`src/rtl/fast_div.sv`:
```
// Sequential unsigned restoring divider: one quotient bit per cycle, valid/ready on both sides.
// A zero divisor short-circuits to an all-ones quotient with the divzero flag set.
module fast_div #(
  parameter int DIVIDEND_W = 8,
  parameter int DIVISOR_W  = 4
) (
  input  logic                  clk,
  input  logic                  reset,
  input  logic                  io_in_valid,
  output logic                  io_in_ready,
  input  logic [DIVIDEND_W-1:0] io_in_dividend,
  input  logic [DIVISOR_W-1:0]  io_in_divisor,
  output logic                  io_out_valid,
  input  logic                  io_out_ready,
  output logic [DIVIDEND_W-1:0] io_out_quotient,
  output logic [DIVISOR_W-1:0]  io_out_remainder,
  output logic                  io_out_divzero
);

  localparam int CW = (DIVIDEND_W > 1) ? $clog2(DIVIDEND_W) : 1;

  typedef enum logic [1:0] {IDLE, BUSY, DONE} state_t;

  state_t                state;
  logic [CW-1:0]         cnt;
  logic [DIVIDEND_W-1:0] q_sh;
  logic [DIVISOR_W-1:0]  d_reg;
  // The partial remainder stays below D, so its top bit is always zero and is not stored.
  logic [DIVISOR_W-1:0]  r_reg;
  logic [DIVISOR_W:0]    t;
  logic                  qbit;
  logic [DIVISOR_W-1:0]  r_next;
  logic [DIVIDEND_W-1:0] q_next;

  // One restoring step: returns {quotient bit, new partial remainder}.
  function automatic logic [DIVISOR_W:0] restore_step(input logic [DIVISOR_W:0]   tv,
                                                      input logic [DIVISOR_W-1:0] dv);
    logic [DIVISOR_W-1:0] diff;
    diff = tv[DIVISOR_W-1:0] - dv;
    if (tv >= {1'b0, dv}) return {1'b1, diff};
    else                  return {1'b0, tv[DIVISOR_W-1:0]};
  endfunction

  always_comb begin
    t              = {r_reg, q_sh[DIVIDEND_W-1]};
    {qbit, r_next} = restore_step(t, d_reg);
    q_next         = (q_sh << 1) | DIVIDEND_W'(qbit);
  end

  always_ff @(posedge clk) begin
    if (state == IDLE && io_in_valid) begin
      q_sh  <= io_in_dividend;
      d_reg <= io_in_divisor;
      r_reg <= '0;
    end else if (state == BUSY) begin
      q_sh  <= q_next;
      r_reg <= r_next;
    end
  end

  always_ff @(posedge clk or negedge reset) begin
    if (!reset) begin
      state            <= IDLE;
      cnt              <= '0;
      io_in_ready      <= 1'b1;
      io_out_valid     <= 1'b0;
      io_out_quotient  <= '0;
      io_out_remainder <= '0;
      io_out_divzero   <= 1'b0;
    end else begin
      case (state)
        IDLE: begin
          if (io_in_valid) begin
            cnt         <= CW'(DIVIDEND_W - 1);
            io_in_ready <= 1'b0;
            if (io_in_divisor == '0) begin
              state            <= DONE;
              io_out_valid     <= 1'b1;
              io_out_quotient  <= '1;
              io_out_remainder <= '0;
              io_out_divzero   <= 1'b1;
            end else begin
              state <= BUSY;
            end
          end
        end
        BUSY: begin
          cnt <= cnt - 1'b1;
          if (cnt == '0) begin
            state            <= DONE;
            io_out_valid     <= 1'b1;
            io_out_quotient  <= q_next;
            io_out_remainder <= r_next;
            io_out_divzero   <= 1'b0;
          end
        end
        DONE: begin
          if (io_out_ready) begin
            state        <= IDLE;
            io_out_valid <= 1'b0;
            io_in_ready  <= 1'b1;
          end
        end
        default: state <= IDLE;
      endcase
    end
  end

endmodule

```
`config.mk`:
```
export PLATFORM = sky130hd
export DESIGN_NAME = fast_div
export DESIGN_NICKNAME = d
export VERILOG_FILES = /design/src/rtl/fast_div.sv
export SDC_FILE = /design/constraint.sdc
export NUM_CORES = 1
export LEC_CHECK = 0
export CORE_MARGIN = 5
export CORE_UTILIZATION = 55
export CTS_BUF_LIST = sky130_fd_sc_hd__clkbuf_4 sky130_fd_sc_hd__clkbuf_8
export DETAILED_ROUTE_END_ITERATION = 10
export PLACE_DENSITY = 0.85
export SETUP_SLACK_MARGIN = 0.15
export SLEW_MARGIN = 0
export SYNTH_ARGS = -nofsm -noshare
export SYNTH_HDL_FRONTEND = slang
export SYNTH_SLANG_ARGS = --single-unit
```
`constraint.sdc`:
```
create_clock -name clk -period 3.02 [get_ports clk]
set_input_delay 0.604 -clock clk [delete_from_list [all_inputs] [get_ports clk]]
set_output_delay 0.604 -clock clk [all_outputs]
set_load 0.05 [all_outputs]
```
======== After elaboration in Yosys (flattened, before gate mapping) ========
Cells that the tools add are included.
storage, ports and cells
  register bits after elaboration ......... 36
  word-level logic and storage cells ...... 61
cells by class
  $add $sub $neg .......................... 2
  order comparisons ....................... 1
  equality and inequality tests ........... 6
  muxes and demuxes ....................... 28
  bitwise logic cells ..................... 1
  reduce and logical (&&, ||, !) cells .... 13
operators with widths
  cell                  count
  $mux W8               5
  $pmux W8 S2           1
  $mux W4               3
  $mux W2               4
  $or A8 B1 Y8          1
  $pmux W4 S2           1
  $mux W1               7
  $pmux W2 S3           1
  $pmux W3 S2           1
  $reduce_and A3 Y1     2
  $reduce_bool A2 Y1    3
  $ge A5 B4 Y1          1
  $mux W5               1
  $reduce_and A5 Y1     1
  $logic_not A4 Y1      1
  $ne A2 B1 Y1 const B  2
  $ne A2 B2 Y1 const B  2
  $pmux W1 S2           2
  $reduce_and A4 Y1     1
  $sub A4 B4 Y4         1
  $logic_not A3 Y1      1
  $mux W3               1
  $pmux W1 S3           1
  $reduce_bool A3 Y1    1
  other kinds (6)       6

======== Logic depth before layout (Yosys ltp) ========
  depth in word-level cells ............... 5
  mapped depth ............................ 8

======== Least setup slack after synthesis ========
OpenSTA, ideal clock, no wires.
  path kind ............................... reg-to-reg
  start ................................... register cnt[0]
  end ..................................... register io_out_remainder[2]
  data arrival time ....................... 1.521 ns
  path slack .............................. 1.403 ns
  cell stages (with the launch flop) ...... 9
  buffers on the path ..................... 1
  clock period less this slack ............ 1.617 ns
  path through ............................ dfrtp_1 inv_1 ha_1 ha_1 and3b_1 o32ai_2 buf_2 nand2_1 o31ai_1
between the ends
  longest elaborated chain between the ends .. 3
ends and longest elaborated chain
  item                                line  RTL
  start: declaration                  25    logic [CW-1:0] cnt;
  start signal: assignment            74    cnt <= CW'(DIVIDEND_W - 1);
  start signal: assignment            88    cnt <= cnt - 1'b1;
  $logic_not A3 Y1                    89    if (cnt == '0) begin
  $ne A2 B1 Y1 (no source line)       n/a
  $reduce_and A4 Y1 (no source line)  n/a
  end signal: assignment              93    io_out_remainder <= r_next;
  end: declaration                    16    output logic [DIVISOR_W-1:0] io_out_remainder,
Every way passes these cells.
A chain may end at the register's enable or synchronous reset.

======== Final worst setup path ========
  start ................................... register io_in_ready
  end ..................................... output port io_in_ready
RTL lines
  item                      line  RTL
  start: declaration        10    output logic io_in_ready,
  start signal: assignment  65    io_in_ready <= 1'b1;
  start signal: assignment  75    io_in_ready <= 1'b0;
  start signal: assignment  101   io_in_ready <= 1'b1;
No word-level cell between the ends.

==> impl_metrics.tcl <==
set metrics [dict create \
    clkLatencyLatePin_ps 350 \
    fp.dieH_um 66.2 \
    coreArea_um2 3050 \
    synth_compound_area_frac 0.135 \
    syn_nets 199 \
    cp.buffers_inverters 1 \
    grt_pass1_vias 1395 \
    clkSinkCount 36 \
    min_to "io_out_quotient[5]" \
    route.vias.total 1331 \
    max_slew.worst_pin.slew_ps 847 \
    required_ps 2420 \
    power.density_nw_per_um2 1200 \
    r2r-start "state[1]" \
    yosys.area.top_type_share 0.274 \
    synth_top_family_by_area "simple AND/OR/NAND/NOR gates" \
    drt-initial-drc-count 131 \
    path_cells "clkdlybuf4s50_1" \
    slew_viol_final 0 \
    synth_area_per_cell_um2 9.87 \
    rrSetupSlack_ps 990 \
    arrival_ps 1700 \
    ys_warn_count 0 \
    track_usage 0.196 \
    nFillCells 232 \
    hold_viol 0 \
    finalWorstSetupSlack_ps 717 \
    holdPathStages 2 \
    diodes 0 \
    synth-edff-count 12 \
    slowest_delay_ps 800 \
    critPathLaunchType "flop" \
    antenna_left 0 \
    finalSetupTns_ps 0 \
    synth_fa_ha_area_frac 0.0547 \
    ys_seq_area_frac 0.542 \
    synthArstFlopShare 0.556 \
    cts_hold_buf 0 \
    yosys.area_share.simple 0.215 \
    synth_commonest_cells "51 x nand2_1, 19 x dfrtp_1, 12 x edfxtp_1, 12 x o21ai_0" \
    grt_pass1_wl_um 6330 \
    post-route-period-util 0.763 \
    wl_met1_um 1570 \
    cts.htree.levels 2 \
    drive_above_1_share 0.115 \
    worstHoldPathType "reg2reg" \
    synth.most_common_cell "nand2_1" \
    min_period_ps 2300 \
    grt_overflow 0 \
    worstRegToRegCells 5 \
    cellLeakagePower_nw 0.955 \
    syn_inst 176 \
    slowest_stage "clkdlybuf4s50_1" \
    area_growth_pct 22.2 \
    synth_area_leader_cell "dfrtp_1" \
    top_regs "io_out_quotient: 8 flops, q_sh: 8 flops" \
    setup-violations-final 0 \
    wl_met3_um 187 \
    synth_area_leaders "dfrtp_1 27%, edfxtp_1 21%, nand2_1 11%" \
    finalWirelength_um 3730 \
    chipWidth_um 66.2 \
    cp_top_family "buffers and inverters" \
    maxCapViolations 0 \
    vdd_ir_drop_max_v 0.000469 \
    hold_start "io_out_quotient[5]" \
    antenna_found_initial 0 \
    gp_congestion 0.823 \
    cp_max_fo 3 \
    synth_cell_types 40 \
    fmax_ghz 0.434 \
    synth_xor_area_frac 0.0101 \
    skew_ps 7.24 \
    muxShareOfSynthArea 0 \
    cts_setup_buffers 0 \
    cts.repair.resized 0 \
    cts-buffers-inserted 5 \
    cts_max_path_buffers 2 \
    syn_area_um2 1740 \
    start_util 0.569 \
    end_kind "output port" \
    drc_errors 0 \
    path_class "reg2out" \
    nNetsFinal 230 \
    cts_tree "yes" \
    ioPinCount 31 \
    port-buffer-count 30 \
    core.rowCount 20 \
    post_drt_wl_per_cell_um 14.8 \
    design.die.area_um2 4380 \
    rsz0062_at_grt "false" \
    status "finished, final reports clean" \
    dr.max_layer_used "met4" \
    pre_cts_slack_ps 479 \
    synth_ff_type "dfrtp_1" \
    dp_hpwl_um 2780 \
    dr.pass1.iters 4 \
    cts-root-buf "clkbuf_4" \
    slew-limit-headroom 0.434 \
    wl_met2_um 1890 \
    yosys_register_bits 36 \
    clkTransAtPathRegs_ps 110 \
    via_per_inst 5.28 \
    grt_max_degree 21 \
    reg2reg_to "io_out_remainder[1]" \
]
## cell usage in the layout (no fill, tap or decap), types with 2 or more instances in the layout
| master | instances |
|---|---|
| a21oi_1 | 5 |
| a31o_2 | 4 |
| and2_1 | 3 |
| clkbuf_4 | 6 |
| clkdlybuf4s50_1 | 30 |
| dfrtp_1 | 19 |
| dfxtp_1 | 4 |
| edfxtp_1 | 12 |
| ha_1 | 6 |
| inv_1 | 9 |
| nand2_1 | 51 |
| nand2b_1 | 3 |
| nand3_1 | 2 |
| nor2_1 | 9 |
| nor3_1 | 3 |
| o211ai_1 | 3 |
| o21ai_0 | 12 |
| o31ai_1 | 2 |
| or2_2 | 2 |
| xnor2_1 | 2 |
## area by class of cell
| cell class | count | area, µm² | area share |
|---|---|---|---|
| clock buffer | 7 | 58.8 | 0.0277 |
| clock inverter | 1 | 6.26 | 0.00294 |
| inverter | 11 | 42.5 | 0.0200 |
| multi-input combinational | 123 | 719 | 0.339 |
| sequential | 36 | 942 | 0.443 |
| tap | 44 | 55.1 | 0.0259 |
| timing repair buffer | 30 | 300 | 0.141 |
## worst max-delay path by stage
stage / slack, ps / endpoint / cells after the start / from
2_1_floorplan: 1400 / io_out_remainder[2] / 8 / cnt[0]
3_3_place_gp: 500 / io_out_remainder[0] / 7 / io_in_valid
3_5_place_dp: 480 / io_out_remainder[1] / 7 / io_in_valid
4_1_cts: 710 / io_in_ready / 1 / io_in_ready
5_1_grt: 680 / io_in_ready / 1 / io_in_ready
6_report: 720 / io_in_ready / 1 / io_in_ready
## metrics by stage
stage | util | power (mW) | area [µm²] | instances | hold WS, ps
floorplan | - | 1.87 | 1740 | 176 | 308
global placement | 0.675 | 2.19 | 2060 | 244 | 445
detailed placement | 0.675 | 2.26 | 2060 | 244 | 455
CTS | 0.696 | 2.55 | 2120 | 252 | 480
global route | 0.696 | 2.73 | 2120 | 252 | 501
finish | 0.696 | 2.54 | 2120 | 252 | 479
## tightest hold or removal path, cell delays in order (launching register included)
cell	delay, ps
dfrtp_1	360
nand2_1	50
nand2_1	50
## kinds of logic after synthesis
family          after synthesis
compound gates               32
simple gates                 82
fa+ha+maj                     7
flops                        36
xor+xnor                      2
buf+inv                      17
## per-layer routing
layer | GRT usage | vias up
met4 | 0.0736 | 0
met5 | 0 | -
li1 | - | 657
met1 | 0.223 | 631
met2 | 0.336 | 35
met3 | 0.0680 | 8
## report_power, final
group | internal [mW] | switching (mW)
combinational | 0.483 | 0.849
clock | 0.124 | 0.167
sequential | 0.764 | 0.157
(Power assumes the default switching activity.)
